**src/rtl/riscv_decode_pkg.sv**
```systemverilog
// riscv_decode_pkg: RV32I opcodes, ALU/operand encodings and the decoded-control record
package riscv_decode_pkg;
    localparam logic [6:0] OP     = 7'b0110011;
    localparam logic [6:0] OP_IMM = 7'b0010011;
    localparam logic [6:0] LOAD   = 7'b0000011;
    localparam logic [6:0] STORE  = 7'b0100011;
    localparam logic [6:0] BRANCH = 7'b1100011;
    localparam logic [6:0] JAL    = 7'b1101111;
    localparam logic [6:0] JALR   = 7'b1100111;
    localparam logic [6:0] LUI    = 7'b0110111;
    localparam logic [6:0] AUIPC  = 7'b0010111;

    localparam logic [5:0] ALU_ADD = 6'b000000;
    localparam logic [5:0] ALU_SUB = 6'b001000;
    localparam logic [5:0] ALU_SLT = 6'b000010;
    localparam logic [5:0] ALU_XOR = 6'b000100;
    localparam logic [5:0] ALU_AND = 6'b000111;

    localparam logic [31:0] NOP = 32'h0000_0013;

    typedef enum logic [1:0] {
        OPA_RS1  = 2'b00,
        OPA_PC   = 2'b01,
        OPA_PC4  = 2'b10,
        OPA_ZERO = 2'b11
    } opa_e;

    typedef struct packed {
        logic [4:0]  rs1;
        logic [4:0]  rs2;
        logic [4:0]  rd;
        logic        wen;
        logic        mem_wen;
        logic        wb_sel;
        logic        branch_op;
        logic        op_b_sel;
        opa_e        op_a_sel;
        logic [5:0]  alu_ctrl;
        logic [31:0] imm;
        logic        illegal;
    } ctrl_t;

    function automatic logic [31:0] imm_j(input logic [31:0] i);
        return {{12{i[31]}}, i[19:12], i[20], i[30:21], 1'b0};
    endfunction
endpackage

```
**src/rtl/decode_stage_pipe_if.sv**
```systemverilog
// decode_stage_pipe_if: fetch-side and execute-side handshake/bus signals of the decode stage
interface decode_stage_pipe_if #(parameter int ADDRESS_BITS = 16);
    logic                    in_valid;
    logic                    in_ready;
    logic [ADDRESS_BITS-1:0] PC;
    logic [31:0]             instruction;
    logic                    flush;
    logic                    out_ready;
    logic                    out_valid;
    logic [ADDRESS_BITS-1:0] out_PC;
    logic [4:0]              read_sel1;
    logic [4:0]              read_sel2;
    logic [4:0]              write_sel;
    logic                    wEn;
    logic                    mem_wEn;
    logic                    wb_sel;
    logic                    branch_op;
    logic                    op_B_sel;
    logic [1:0]              op_A_sel;
    logic [5:0]              ALU_Control;
    logic [31:0]             imm32;
    logic                    illegal;
    logic                    jump_valid;
    logic [ADDRESS_BITS-1:0] target_PC;

    modport master (
        output in_valid, PC, instruction, flush, out_ready,
        input  in_ready, out_valid, out_PC, read_sel1, read_sel2, write_sel, wEn, mem_wEn,
               wb_sel, branch_op, op_B_sel, op_A_sel, ALU_Control, imm32, illegal,
               jump_valid, target_PC
    );

    modport slave (
        input  in_valid, PC, instruction, flush, out_ready,
        output in_ready, out_valid, out_PC, read_sel1, read_sel2, write_sel, wEn, mem_wEn,
               wb_sel, branch_op, op_B_sel, op_A_sel, ALU_Control, imm32, illegal,
               jump_valid, target_PC
    );
endinterface

```
**src/rtl/decode_core.sv**
```systemverilog
// decode_core: combinational RV32I field/control decode; unsupported encodings become a flagged NOP
module decode_core
    import riscv_decode_pkg::*;
(
    input  logic [31:0] instr_i,
    output ctrl_t       ctrl_o,
    output logic        rs1_used_o,
    output logic        rs2_used_o
);
    logic [2:0]  f3;
    logic [6:0]  f7;
    logic        legal;
    logic [31:0] ins;
    logic [6:0]  opc;

    assign f3 = instr_i[14:12];
    assign f7 = instr_i[31:25];

    always_comb begin
        legal = 1'b0;
        case (instr_i[6:0])
            OP:              legal = f7 == 7'h00 || (f7 == 7'h20 && (f3 == 3'b000 || f3 == 3'b101));
            OP_IMM:          legal = f3 == 3'b001 ? f7 == 7'h00 : f3 == 3'b101 ? (f7 == 7'h00 || f7 == 7'h20) : 1'b1;
            LOAD:            legal = f3 inside {3'b000, 3'b001, 3'b010, 3'b100, 3'b101};
            STORE:           legal = f3 inside {3'b000, 3'b001, 3'b010};
            BRANCH:          legal = !(f3 inside {3'b010, 3'b011});
            JALR:            legal = f3 == 3'b000;
            JAL, LUI, AUIPC: legal = 1'b1;
            default:         legal = 1'b0;
        endcase
    end

    // Everything below decodes the substituted word, so an illegal input looks exactly like addi x0,x0,0
    assign ins = legal ? instr_i : NOP;
    assign opc = ins[6:0];

    always_comb begin
        ctrl_o           = '0;
        ctrl_o.rs1       = ins[19:15];
        ctrl_o.rs2       = ins[24:20];
        ctrl_o.rd        = ins[11:7];
        ctrl_o.wen       = opc inside {OP, OP_IMM, LOAD, JAL, JALR, LUI, AUIPC} && ins[11:7] != 5'd0;
        ctrl_o.mem_wen   = opc == STORE;
        ctrl_o.wb_sel    = opc == LOAD;
        ctrl_o.branch_op = opc == BRANCH;
        ctrl_o.op_b_sel  = !(opc == OP || opc == BRANCH);
        ctrl_o.op_a_sel  = opc == LUI ? OPA_ZERO : opc == AUIPC ? OPA_PC
                         : (opc == JAL || opc == JALR) ? OPA_PC4 : OPA_RS1;
        ctrl_o.alu_ctrl  = opc == OP ? {2'b00, ins[30], ins[14:12]}
                         : opc == OP_IMM ? {2'b00, ins[14:12] == 3'b101 && ins[30], ins[14:12]}
                         : opc == BRANCH ? {3'b010, ins[14:12]} : ALU_ADD;
        ctrl_o.imm       = opc == STORE ? {{20{ins[31]}}, ins[31:25], ins[11:7]}
                         : opc == BRANCH ? {{20{ins[31]}}, ins[7], ins[30:25], ins[11:8], 1'b0}
                         : (opc == LUI || opc == AUIPC) ? {ins[31:12], 12'b0}
                         : opc == JAL ? imm_j(ins)
                         : opc == OP ? 32'd0 : {{20{ins[31]}}, ins[31:20]};
        ctrl_o.illegal   = !legal;
    end

    assign rs1_used_o = !(opc == LUI || opc == AUIPC || opc == JAL);
    assign rs2_used_o = opc == OP || opc == STORE || opc == BRANCH;
endmodule

```
**src/rtl/decode_stage_pipe.sv**
```systemverilog
// decode_stage_pipe: registered ID/EX stage with load-use interlock, flush, early JAL redirect
module decode_stage_pipe
    import riscv_decode_pkg::*;
#(
    parameter int ADDRESS_BITS  = 16,
    parameter bit STALL_ON_LOAD = 1'b1,
    parameter bit EARLY_JAL     = 1'b1
) (
    input  logic          clock,
    input  logic          reset,
    decode_stage_pipe_if.slave bus
);
    ctrl_t                   dec;
    ctrl_t                   ctrl_q, ctrl_d;
    logic [ADDRESS_BITS-1:0] pc_q, pc_d;
    logic                    valid_q, valid_d;
    logic                    rs1_used, rs2_used;
    logic                    advance, hazard, accept;

    decode_core u_core (
        .instr_i    (bus.instruction),
        .ctrl_o     (dec),
        .rs1_used_o (rs1_used),
        .rs2_used_o (rs2_used)
    );

    always_comb begin
        advance = !valid_q || bus.out_ready;
        hazard = STALL_ON_LOAD && valid_q && ctrl_q.wb_sel && !ctrl_q.mem_wen && ctrl_q.rd != 5'd0
               && bus.in_valid && ((rs1_used && dec.rs1 == ctrl_q.rd) || (rs2_used && dec.rs2 == ctrl_q.rd));
        bus.in_ready = reset && advance && !hazard && !bus.flush;
        accept = bus.in_valid && bus.in_ready;
        // A hazard bubble or an empty input both clear valid; only a stalled output holds it
        valid_d = !bus.flush && (accept || (!advance && valid_q));
        ctrl_d = accept ? dec : ctrl_q;
        pc_d = accept ? bus.PC : pc_q;
        bus.jump_valid = EARLY_JAL && accept && bus.instruction[6:0] == JAL;
        bus.target_PC = bus.PC + ADDRESS_BITS'(imm_j(bus.instruction));
    end

    always_ff @(posedge clock) begin
        if (!reset) begin
            valid_q <= 1'b0;
            pc_q    <= '0;
            ctrl_q  <= '0;
        end else begin
            valid_q <= valid_d;
            pc_q    <= pc_d;
            ctrl_q  <= ctrl_d;
        end
    end

    assign bus.out_valid   = valid_q;
    assign bus.out_PC      = pc_q;
    assign bus.read_sel1   = ctrl_q.rs1;
    assign bus.read_sel2   = ctrl_q.rs2;
    assign bus.write_sel   = ctrl_q.rd;
    assign bus.wEn         = ctrl_q.wen;
    assign bus.mem_wEn     = ctrl_q.mem_wen;
    assign bus.wb_sel      = ctrl_q.wb_sel;
    assign bus.branch_op   = ctrl_q.branch_op;
    assign bus.op_B_sel    = ctrl_q.op_b_sel;
    assign bus.op_A_sel    = ctrl_q.op_a_sel;
    assign bus.ALU_Control = ctrl_q.alu_ctrl;
    assign bus.imm32       = ctrl_q.imm;
    assign bus.illegal     = ctrl_q.illegal;
endmodule

```
**src/flat_wrapper.sv**
```systemverilog
// flat-port wrapper written by rule: the top's interface ports become plain ports
module decode_stage_pipe_flat import riscv_decode_pkg::*;
#(
    parameter int ADDRESS_BITS  = 16,
    parameter bit STALL_ON_LOAD = 1'b1,
    parameter bit EARLY_JAL     = 1'b1
)
  (clock, reset, bus_in_valid, bus_PC, bus_instruction, bus_flush, bus_out_ready, bus_in_ready, bus_out_valid, bus_out_PC, bus_read_sel1, bus_read_sel2, bus_write_sel, bus_wEn, bus_mem_wEn, bus_wb_sel, bus_branch_op, bus_op_B_sel, bus_op_A_sel, bus_ALU_Control, bus_imm32, bus_illegal, bus_jump_valid, bus_target_PC);
  decode_stage_pipe_if #(.ADDRESS_BITS(ADDRESS_BITS)) bus_i ();
  input  logic clock;
  input  logic reset;
  input wire logic [$bits(bus_i.in_valid)-1:0] bus_in_valid;
  input wire logic [$bits(bus_i.PC)-1:0] bus_PC;
  input wire logic [$bits(bus_i.instruction)-1:0] bus_instruction;
  input wire logic [$bits(bus_i.flush)-1:0] bus_flush;
  input wire logic [$bits(bus_i.out_ready)-1:0] bus_out_ready;
  output wire logic [$bits(bus_i.in_ready)-1:0] bus_in_ready;
  output wire logic [$bits(bus_i.out_valid)-1:0] bus_out_valid;
  output wire logic [$bits(bus_i.out_PC)-1:0] bus_out_PC;
  output wire logic [$bits(bus_i.read_sel1)-1:0] bus_read_sel1;
  output wire logic [$bits(bus_i.read_sel2)-1:0] bus_read_sel2;
  output wire logic [$bits(bus_i.write_sel)-1:0] bus_write_sel;
  output wire logic [$bits(bus_i.wEn)-1:0] bus_wEn;
  output wire logic [$bits(bus_i.mem_wEn)-1:0] bus_mem_wEn;
  output wire logic [$bits(bus_i.wb_sel)-1:0] bus_wb_sel;
  output wire logic [$bits(bus_i.branch_op)-1:0] bus_branch_op;
  output wire logic [$bits(bus_i.op_B_sel)-1:0] bus_op_B_sel;
  output wire logic [$bits(bus_i.op_A_sel)-1:0] bus_op_A_sel;
  output wire logic [$bits(bus_i.ALU_Control)-1:0] bus_ALU_Control;
  output wire logic [$bits(bus_i.imm32)-1:0] bus_imm32;
  output wire logic [$bits(bus_i.illegal)-1:0] bus_illegal;
  output wire logic [$bits(bus_i.jump_valid)-1:0] bus_jump_valid;
  output wire logic [$bits(bus_i.target_PC)-1:0] bus_target_PC;
  assign bus_i.in_valid = bus_in_valid;
  assign bus_i.PC = bus_PC;
  assign bus_i.instruction = bus_instruction;
  assign bus_i.flush = bus_flush;
  assign bus_i.out_ready = bus_out_ready;
  assign bus_in_ready = bus_i.in_ready;
  assign bus_out_valid = bus_i.out_valid;
  assign bus_out_PC = bus_i.out_PC;
  assign bus_read_sel1 = bus_i.read_sel1;
  assign bus_read_sel2 = bus_i.read_sel2;
  assign bus_write_sel = bus_i.write_sel;
  assign bus_wEn = bus_i.wEn;
  assign bus_mem_wEn = bus_i.mem_wEn;
  assign bus_wb_sel = bus_i.wb_sel;
  assign bus_branch_op = bus_i.branch_op;
  assign bus_op_B_sel = bus_i.op_B_sel;
  assign bus_op_A_sel = bus_i.op_A_sel;
  assign bus_ALU_Control = bus_i.ALU_Control;
  assign bus_imm32 = bus_i.imm32;
  assign bus_illegal = bus_i.illegal;
  assign bus_jump_valid = bus_i.jump_valid;
  assign bus_target_PC = bus_i.target_PC;
  decode_stage_pipe #(.ADDRESS_BITS(ADDRESS_BITS), .STALL_ON_LOAD(STALL_ON_LOAD), .EARLY_JAL(EARLY_JAL)) u_core (.clock(clock), .reset(reset), .bus(bus_i));
endmodule
```
**config.mk**
```make
export PLATFORM = sky130hd
export DESIGN_NAME = decode_stage_pipe_flat
export DESIGN_NICKNAME = d
export VERILOG_FILES = /design/src/rtl/riscv_decode_pkg.sv /design/src/rtl/decode_stage_pipe_if.sv /design/src/rtl/decode_core.sv /design/src/rtl/decode_stage_pipe.sv /design/src/flat_wrapper.sv
export SDC_FILE = /design/constraint.sdc
export NUM_CORES = 1
export LEC_CHECK = 0
export BUFFER_PORTS_ARGS = -buffer_cell sky130_fd_sc_hd__buf_4
export CAP_MARGIN = 40
export CORE_MARGIN = 4
export CORE_UTILIZATION = 40
export DETAILED_ROUTE_END_ITERATION = 10
export GPL_TIMING_DRIVEN = 0
export PLACE_DENSITY = 0.68
export SETUP_SLACK_MARGIN = 0.05
export SLEW_MARGIN = 20
export SYNTH_ARGS = -nofsm -noshare
export SYNTH_HDL_FRONTEND = slang
export SYNTH_SLANG_ARGS = --single-unit
```
**constraint.sdc**
```tcl
create_clock -name clock -period 2.4 [get_ports clock]
set_input_delay 0.12 -clock clock [delete_from_list [all_inputs] [get_ports clock]]
set_output_delay 0.12 -clock clock [all_outputs]
set_load 0.05 [all_outputs]
```
==> qor.txt <==
DPL Wire Length -> 11.4 mm
Post-synthesis net count -> 614
Design internal power -> 2.25 mW
Sequential power share -> 37.9%
Area growth, synth to finish -> 46.7%
Pre-antenna DRT Iters -> 5
Gate count after technology mapping -> 546
Hold violation total from the final report -> 0
Slew HR -> 56.4%
Violated checks -> setup timing
Minimum clock period -> 2600 ps
Post-synthesis instance area -> 4440 sq um
Number of synthesized register bits -> 77
Sw Share -> 38.1%
Min-delay worst type -> primary input to flip-flop
Tot Pwr -> 3.64 mW
Die outline area -> 12900 sq um
Met2 capacity usage during global routing -> 41.1%
Run status -> finished with violations
Pin count of the biggest net entering global routing -> 13
Net load switching power -> 1.38 mW
DRC violation count after routing -> 0
Top area cells in the synthesized netlist -> sky130_fd_sc_hd__dfxtp_1 (35%), sky130_fd_sc_hd__mux2i_1 (15%), sky130_fd_sc_hd__nand2_1 (9.2%)
Arrival time worst endpoint -> 2480 ps
Depth of the CTS H-tree -> 3
Number of placed I/O pins -> 149
Post-layout net count -> 790
Upper clock frequency limit -> 385 MHz
Total power density per cell area -> 558 nW/um^2
Cell area after placement -> 5780 sq um
Prevailing post-synth register cell -> sky130_fd_sc_hd__dfxtp_1
Startpoint-to-endpoint class of the critical path -> primary input to output pin
Global-route wire length before repair -> 24.5 mm
CTS tree -> yes
Proportion of synthesized chip area in sequential cells -> 34.7%
Tightest hold margin -> 12.7 ps
Proportion of power drawn by the clock network -> 23.4%
Critical Path Source Type -> primary input
RD Place Congestion -> 0.869
Std-Cell Rows -> 38
Residual overflow from global routing -> 0
Starting density of the core -> 41.0%
Core occupancy in the finished layout -> 60.1%
Per-cell routed wire length -> 18.0 um
Number of enable flip-flop cells after synthesis -> 0
Initial antenna violation count -> 0
Crit path required time -> 2280 ps
Critical-path maximum fanout -> 4
Number of inserted filler cells in the final layout -> 997
GR Util All Layers -> 24.0%
Vias after detailed routing -> 4694
Most frequently used cell type in the post-synthesis netlist -> sky130_fd_sc_hd__nand2_1
Least-Margin Pin Slew -> 654 ps
FFs w/ async S/R, synth -> 0%
Maximum Capacitance Violations -> 0
Library cell occupying the most area in the post-synthesis netlist -> sky130_fd_sc_hd__dfxtp_1
Synth cell types -> 50
Final worst-path cycle share -> 108%
Area of the placeable core -> 10800 sq um
Top cells by instance count after synthesis -> sky130_fd_sc_hd__nand2_1 (109), sky130_fd_sc_hd__dfxtp_1 (77), sky130_fd_sc_hd__mux2i_1 (66)
Root buf cell -> sky130_fd_sc_hd__clkbuf_8
Synth Warn # -> 0
Fraction of layout instances using a drive strength above 1 -> 34.5%
Maximum vdd ir drop -> 0.000343 V
Chip height -> 113 um
CTS sink cnt -> 77
Clock latency at the later pin of the worst-skew pair -> 360 ps
Horizontal die dimension -> 113 um
Clock Path Buffers -> 2
Skew final -> 7.89 ps
Global-route track usage on met1 -> 30.2%
Layer with the highest usage -> met2
Proportion of power drawn by combinational gates -> 38.7%
Via count of the first global-routing pass -> 4706
Leak pwr -> 3.14 nW
Count of buffers from port buffering -> 145
Clock input transition at the sequential cells of the worst setup and hold paths -> 80 ps
Total non-filler cell area in the finished layout -> 6520 sq um
Via count normalized by instance count -> 5.41
Critical path capture point type -> output pin
Aggregate routed wire length -> 15.6 mm
Share of the synthesized area in the top cell type -> 34.7%
Mean Syn Cell Area -> 8.14 sq um
Setup repair after global routing missed its margin -> true
DR iter-0 viols -> 358
Count of pins over their slew limit -> 0
Diode insertion count for antenna repair -> 0
Met3 demand-to-capacity share in global routing -> 4.62%
CTS buffer count -> 9
Final setup violation count -> 4
Detail Route Antenna Nets -> 0
Fin worst setup slack -> -196 ps
==> final cells by class <==
class                      count  area [sq um]  area share (%)
timing repair buffer         167          1360            20.8
sequential                    77          1540            23.7
multi-input combinational    402          2940            45.1
buffer                        36           234            3.59
clock inverter                 4          25.0           0.384
inverter                      29           109            1.67
tap                          140           175            2.69
clock buffer                  12           135            2.07
==> state kept, by name, indices dropped and copies added, names as in the netlist <==
signal                  cells
u_core.bus.imm32           32
u_core.bus.out_PC          16
u_core.bus.ALU_Control      5
u_core.bus.read_sel1        5
u_core.bus.read_sel2        5
u_core.bus.write_sel        5
u_core.bus.op_A_sel         2
u_core.bus.branch_op        1
u_core.bus.illegal          1
u_core.bus.mem_wEn          1
u_core.bus.op_B_sel         1
u_core.bus.out_valid        1
u_core.bus.wEn              1
u_core.bus.wb_sel           1
==> worst max-delay path, stage by stage <==
cell and delay (ps):
sky130_fd_sc_hd__buf_8 100, sky130_fd_sc_hd__or4_4 540, sky130_fd_sc_hd__o32ai_4 220, sky130_fd_sc_hd__nand2_2 130, sky130_fd_sc_hd__o21ai_4 250, sky130_fd_sc_hd__and3_4 240
sky130_fd_sc_hd__nor3_2 40, sky130_fd_sc_hd__a31oi_1 230, sky130_fd_sc_hd__o21ai_2 100, sky130_fd_sc_hd__buf_6 150, sky130_fd_sc_hd__buf_12 120, sky130_fd_sc_hd__nor2_4 80
sky130_fd_sc_hd__buf_8 150
==> routing by layer <==
metal / wire length [um] / part of all wire [%]
met5: 0 / 0
met4: 405 / 2.6
met3: 879 / 5.6
met2: 7820 / 50
met1: 6490 / 42
==> timing repair <==
| action | CTS | global route |
|---|---|---|
| hold endpoints to repair | 1 | 0 |
| resized for setup | 70 | 29 |
| hold buffers | 1 | 0 |
| endpoints found under the setup margin | 82 | 82 |
| cloned | 1 | 0 |
| pin swaps | 21 | 23 |
| setup buffers | 16 | 6 |
==> path summary, 6_finish.rpt <==
path / start / slack (ps) / cells past startpoint / to
setup / recovery: bus_instruction[26] / -200 / 13 / bus_jump_valid
hold / removal: bus_PC[9] / 10 / 3 / u_core.bus.out_PC[9]$_SDFFE_PN0P_
setup reg to reg: u_core.bus.write_sel[3]$_SDFFE_PN0P_ / 110 / 11 / u_core.bus.imm32[22]$_SDFFE_PN0P_
hold reg to reg: u_core.bus.out_PC[5]$_SDFFE_PN0P_ / 460 / 2 / u_core.bus.out_PC[5]$_SDFFE_PN0P_
==> kinds of logic (layout without fill, tap and decap cells) <==
kind of cell               Yosys count  after routing  synth area share (%)
DFF                                 77             77                  34.7
AOI/OAI and AO/OA                   98             98                  14.1
other                                1              1                0.0844
adders and majority gates           15             15                  4.39
and+or+nand+nor                    202            202                  21.2
buffers and inverters               67            248                  6.79
xor gates and xnor gates            20             20                  3.94
muxes                               66             66                  14.9
==> through the flow <==
step                TNS (ps)  std cells  worst slack [ps]
finish                  -344        867              -196
global placement      -53780        831              -883
detailed placement    -55620        831              -890
global route           -2380        867              -275
floorplan               -774        546             -61.5
CTS                    -2380        864              -212
==> placed cells by master (no fill, tap or decap), types with 4 or more instances in the layout <==
cell                         n
sky130_fd_sc_hd__ha_1       12
sky130_fd_sc_hd__nor2b_1     4
sky130_fd_sc_hd__clkbuf_2    5
sky130_fd_sc_hd__xor2_1      7
sky130_fd_sc_hd__xnor2_1     9
sky130_fd_sc_hd__nor3_1     11
sky130_fd_sc_hd__or3_1       8
sky130_fd_sc_hd__o21ai_2     4
sky130_fd_sc_hd__a21o_1      5
sky130_fd_sc_hd__a221oi_2    5
sky130_fd_sc_hd__buf_6       8
sky130_fd_sc_hd__nand2_1   108
sky130_fd_sc_hd__clkbuf_1   21
sky130_fd_sc_hd__o21ai_0    10
sky130_fd_sc_hd__nor2_1      9
sky130_fd_sc_hd__a21oi_2     8
sky130_fd_sc_hd__nand2b_1    7
sky130_fd_sc_hd__inv_1      28
sky130_fd_sc_hd__nand3_1    22
sky130_fd_sc_hd__buf_8       9
sky130_fd_sc_hd__mux2i_1    66
sky130_fd_sc_hd__dfxtp_1    76
sky130_fd_sc_hd__buf_4     154
sky130_fd_sc_hd__and3_1      4
sky130_fd_sc_hd__clkbuf_8    9
sky130_fd_sc_hd__a21oi_1    33
==> power by group through the flow <==
stage                     logic, mW  clock network [mW]  registers [mW]
after floorplan               0.713                   0            1.55
after global placement         1.24                   0            1.39
after detailed placement       1.25                   0            1.39
after CTS                      1.36               0.872            1.36
after global routing           1.50               0.933            1.39
final                          1.41               0.851            1.38
No activity file was read; power rests on OpenSTA's default activity.
